$ cat src/rtl/complex_gate_arbiter.sv
// Round-robin arbiter sharing one AO/AOI complex-gate evaluator between NB_REQ
// requesters; the result and the winner's index are returned over valid/ready.
module complex_gate_arbiter #(
    parameter int NB_REQ = 4,
    parameter int WAY    = 3,
    parameter int ID_W   = 2
) (
    input  logic                    clk,
    input  logic                    reset,
    input  logic [NB_REQ-1:0]       req,
    input  logic [NB_REQ-1:0]       op_sel,
    input  logic [NB_REQ*WAY-1:0]   operand,
    output logic [NB_REQ-1:0]       grant,
    output logic                    result_valid,
    output logic                    result,
    output logic [ID_W-1:0]         result_id,
    input  logic                    result_ready
);

    typedef enum logic [1:0] {
        IDLE = 2'd0,
        EVAL = 2'd1,
        HOLD = 2'd2
    } state_t;

    state_t             state_reg;
    logic [ID_W-1:0]    ptr_reg;
    logic [ID_W-1:0]    idx_reg;
    logic [WAY-1:0]     operand_reg;
    logic               op_reg;

    logic [WAY-1:0]     operand_arr [NB_REQ];
    logic [ID_W-1:0]    win_idx;
    logic [ID_W:0]      cand;
    logic [NB_REQ-1:0]  win_onehot;
    logic [ID_W-1:0]    ptr_next;
    logic               ao;
    logic               gate_out;

    genvar gi;

    generate
        for (gi = 0; gi < NB_REQ; gi++) begin : g_unpack
            assign operand_arr[gi] = operand[gi*WAY +: WAY];
        end
    endgenerate

    // Scan from the highest rotated offset down so the candidate closest to
    // ptr (offset 0) is the last one written and therefore wins.
    always_comb begin
        win_idx = ptr_reg;
        cand    = '0;
        for (int k = NB_REQ - 1; k >= 0; k--) begin
            cand = {1'b0, ptr_reg} + (ID_W+1)'(k);
            if (cand >= (ID_W+1)'(NB_REQ)) begin
                cand = cand - (ID_W+1)'(NB_REQ);
            end
            if (req[cand[ID_W-1:0]]) begin
                win_idx = cand[ID_W-1:0];
            end
        end
    end

    generate
        for (gi = 0; gi < NB_REQ; gi++) begin : g_onehot
            assign win_onehot[gi] = (win_idx == ID_W'(gi));
        end
    endgenerate

    assign ptr_next = (idx_reg == ID_W'(NB_REQ - 1)) ? '0 : idx_reg + ID_W'(1);

    // The evaluator: top input ORed with the AND of all lower inputs.
    assign ao       = (&operand_reg[WAY-2:0]) | operand_reg[WAY-1];
    assign gate_out = op_reg ? ~ao : ao;

    always_ff @(posedge clk) begin
        if (reset) begin
            state_reg    <= IDLE;
            ptr_reg      <= '0;
            idx_reg      <= '0;
            operand_reg  <= '0;
            op_reg       <= 1'b0;
            grant        <= '0;
            result_valid <= 1'b0;
            result       <= 1'b0;
            result_id    <= '0;
        end else begin
            case (state_reg)
                IDLE: begin
                    if (|req) begin
                        operand_reg <= operand_arr[win_idx];
                        op_reg      <= op_sel[win_idx];
                        idx_reg     <= win_idx;
                        grant       <= win_onehot;
                        state_reg   <= EVAL;
                    end else begin
                        grant <= '0;
                    end
                end
                EVAL: begin
                    grant        <= '0;
                    result       <= gate_out;
                    result_id    <= idx_reg;
                    result_valid <= 1'b1;
                    state_reg    <= HOLD;
                end
                HOLD: begin
                    if (result_ready) begin
                        result_valid <= 1'b0;
                        ptr_reg      <= ptr_next;
                        state_reg    <= IDLE;
                    end
                end
                default: begin
                    grant        <= '0;
                    result_valid <= 1'b0;
                    state_reg    <= IDLE;
                end
            endcase
        end
    end

endmodule

$ cat config.mk
export PLATFORM = sky130hd
export DESIGN_NAME = complex_gate_arbiter
export DESIGN_NICKNAME = d
export VERILOG_FILES = /design/src/rtl/complex_gate_arbiter.sv
export SDC_FILE = /design/constraint.sdc
export NUM_CORES = 1
export LEC_CHECK = 0
export BUFFER_PORTS_ARGS = -buffer_cell sky130_fd_sc_hd__buf_2
export CAP_MARGIN = 10
export CORE_ASPECT_RATIO = 0.8
export CORE_UTILIZATION = 48
export DETAILED_ROUTE_END_ITERATION = 10
export GPL_TIMING_DRIVEN = 0
export PLACE_DENSITY = 0.79
export SLEW_MARGIN = 15
export SYNTH_ARGS = -nofsm -noshare
export SYNTH_HDL_FRONTEND = slang
export SYNTH_SLANG_ARGS = --single-unit
$ cat constraint.sdc
create_clock -name clk -period 1.6 [get_ports clk]
set_input_delay 0.16 -clock clk [delete_from_list [all_inputs] [get_ports clk]]
set_output_delay 0.16 -clock clk [all_outputs]
set_load 0.02 [all_outputs]
==> run summary <==
Post-synthesis register bit count -> 18
Area grow syn2layout -> 25.85%
# hold bufs at CTS -> 0
Worst rel slew slack -> 0.5499
Multi-input logic area -> 516.7 µm²
CTS buffer count -> 3
WHS -> 0.1417 ns
ANT nets after route -> 0
Post-Syn Instances -> 99
Highest routed layer -> met4
Crit path max fanout -> 6
VDD IR max -> 0.4607 mV
Root Buffer Master -> clkbuf_4
Comb pwr share -> 0.220
Post-Syn Nets -> 123
DR vias -> 822
WP data required -> 1.81 ns
Met2 routed WL -> 816 µm
Worst-Skew Late Latency -> 0.29 ns
Wire length per cell -> 12.41 µm
Placed cells -> 150
Ys Warns -> 0
First-pass GRT wire length -> 3.098 mm
Vias in the first global route -> 699
Clock-pin slew on the worst setup and hold paths -> 0.11 ns
Rows -> 13
Seq/Total Area, Yosys -> 0.4068
CP Data Arrival Time -> 1.72 ns
CTS tree -> done
Slew Limit Fails -> 0
Fin crit period -> 1.510 ns
Gpl congestion -> 0.7859
Endpoint class of the critical path -> register
Pin count of the biggest net entering global routing -> 11
Pre-CTS setup slack -> -0.05859 ns
Worst-case clock buffer depth -> 2
Final Net Count -> 158
Sequential fraction of design power -> 0.504
Reg area -> 362.8 µm²
Outcome -> finished clean
Via density -> 5.303
Crit Path Category -> reg2reg
Setup-failing EPs final -> 0
DRT Wirelength -> 1.924 mm
Post-Syn Area per Cell -> 8.948 µm²
Clock share of power -> 0.276
Cell internal pwr -> 0.7239 mW
Effective utilization at floorplan -> 0.5288
Fmax -> 0.6625 GHz
Sw Share -> 0.2866
DR pass1 iterations -> 4
DR WL met3 -> 98 µm
Antenna violations before repair -> 0
DIE WIDTH -> 50.03 µm
Fin Clk Skew -> 0.0006669 ns
Yosys top cell by area -> dfxtp_1
Worst Tran Pin Value -> 0.6711 ns
Dominant cells by area after synthesis -> dfxtp_1 (41%), mux2i_1 (11%), a21oi_1 (5.6%)
Number of port buffers -> 29
Library cells used by synthesis -> 27
I/O pin count -> 31
Initial DRC count -> 15
P per Cell Area -> 910.1 nW/µm²
EDFF count, synth -> 0
Fin util -> 0.6654
Setup TNS -> 0 ns
Antenna diodes -> 0
Switch Pwr -> 0.2907 mW
LEAKAGE -> 0.4939 nW
Die area -> 2022 µm²
Main flop type after synthesis -> dfxtp_1
Fin cells -> 155
Residual DRC -> 0
Yosys top cell area share -> 0.4068
Fraction of layout cells with a size suffix above 1 -> 0.3308
DP HPWL -> 1.427 mm
Hold Crit Class -> in2reg
Startpoint Class -> register
Fin crit share -> 0.9434
CTS H-tree depth -> 1
Fillers -> 149
Grt ovf -> 0
Core outline area -> 1675 µm²
Final worst slack -> 0.09049 ns
M1 WL -> 987 µm
Die Span Y -> 40.43 µm
FFs w/ async S/R, synth -> 0
Max reg flops -> 4
Total track usage -> 0.2128
Final number of hold-violating endpoints -> 0
Mapped Area -> 885.9 µm²
CTS Sinks -> 18
# Max-Cap Violations -> 0
==> synthesized netlist by cell type, types with 2 or more instances <==
| cell type | number |
|---|---|
| dfxtp_1 | 18 |
| nand2_1 | 11 |
| a21oi_1 | 10 |
| mux2i_1 | 10 |
| nor2_1 | 10 |
| nand3b_1 | 6 |
| nor2b_1 | 6 |
| nor3_1 | 4 |
| o221ai_1 | 4 |
| clkbuf_1 | 2 |
| nand3_1 | 2 |
==> cells by family after synthesis <==
kind of cell,synth area share
compound gates,0.1469
xor+xnor,0.009889
fa+ha+maj,0.01412
buf+inv,0.02119
flops,0.4068
mux,0.1130
simple gates,0.2882
==> final timing paths <==
kind / from / to / slack (ns) / cells after the start
max: ptr_reg[1] / operand_reg[0] / 0.09 / 5
min: result_ready / ptr_reg[1] / 0.14 / 3
max reg2reg: ptr_reg[1] / operand_reg[0] / 0.09 / 5
min reg2reg: grant[1] / grant[1] / 0.47 / 2
==> stage by stage <==
step / area [µm²] / total power [mW]
after CTS: 1102 / 1.017
after floorplan: 885.9 / 0.6665
after global routing: 1115 / 1.063
after global placement: 1059 / 0.7310
final: 1115 / 1.015
after detailed placement: 1059 / 0.7388
==> worst max-delay path: stages (launching register included) <==
cell	delay, ns
dfxtp_2	0.36
and3b_1	0.18
or4_4	0.51
nand2_4	0.11
nand2_2	0.09
o221ai_1	0.19
==> cell type report <==
type,count,area share
multi-input combinational,78,0.4635
tap,22,0.02469
clock buffer,4,0.03255
timing repair buffer,30,0.1369
sequential,18,0.3255
buffer,3,0.01684
==> metal layers <==
metal | up-vias | GRT usage
li1 | 425 | -
met1 | 367 | 0.2650
met2 | 26 | 0.3700
met3 | 4 | 0.04924
met4 | 0 | 0.07143
met5 | - | 0
==> layout by cell type, fill, tap and decap left out <==
cell type	count
a211o_1	1
a211oi_1	1
a21oi_1	10
a2bb2oi_2	1
a32oi_1	1
and3b_1	1
buf_2	29
buf_4	1
buf_6	1
clkbuf_1	2
clkbuf_4	3
clkbuf_8	1
dfxtp_1	16
dfxtp_2	2
ha_1	1
mux2i_1	10
nand2_1	11
nand2_2	1
nand2_4	1
nand2b_1	1
nand3_1	2
nand3b_1	6
nor2_1	10
nor2_2	1
nor2b_1	6
nor3_1	3
nor3_2	1
nor3b_2	1
o21ai_1	1
o221ai_1	4
or3_1	1
or4_4	1
xor2_1	1
==> repair_timing <==
item	in CTS	in global routing
pin swaps	1	0
setup endpoints to repair	4	4
buffers inserted	1	0
gates resized for setup	0	4
==> power groups by stage <==
stage	clock network [mW]	registers (mW)	logic, mW
after global placement	0	0.519	0.212
final	0.280	0.511	0.223
after global routing	0.299	0.517	0.246
after CTS	0.284	0.510	0.223
after detailed placement	0	0.520	0.219
after floorplan	0	0.530	0.137
No activity file was read; power rests on OpenSTA's default activity.
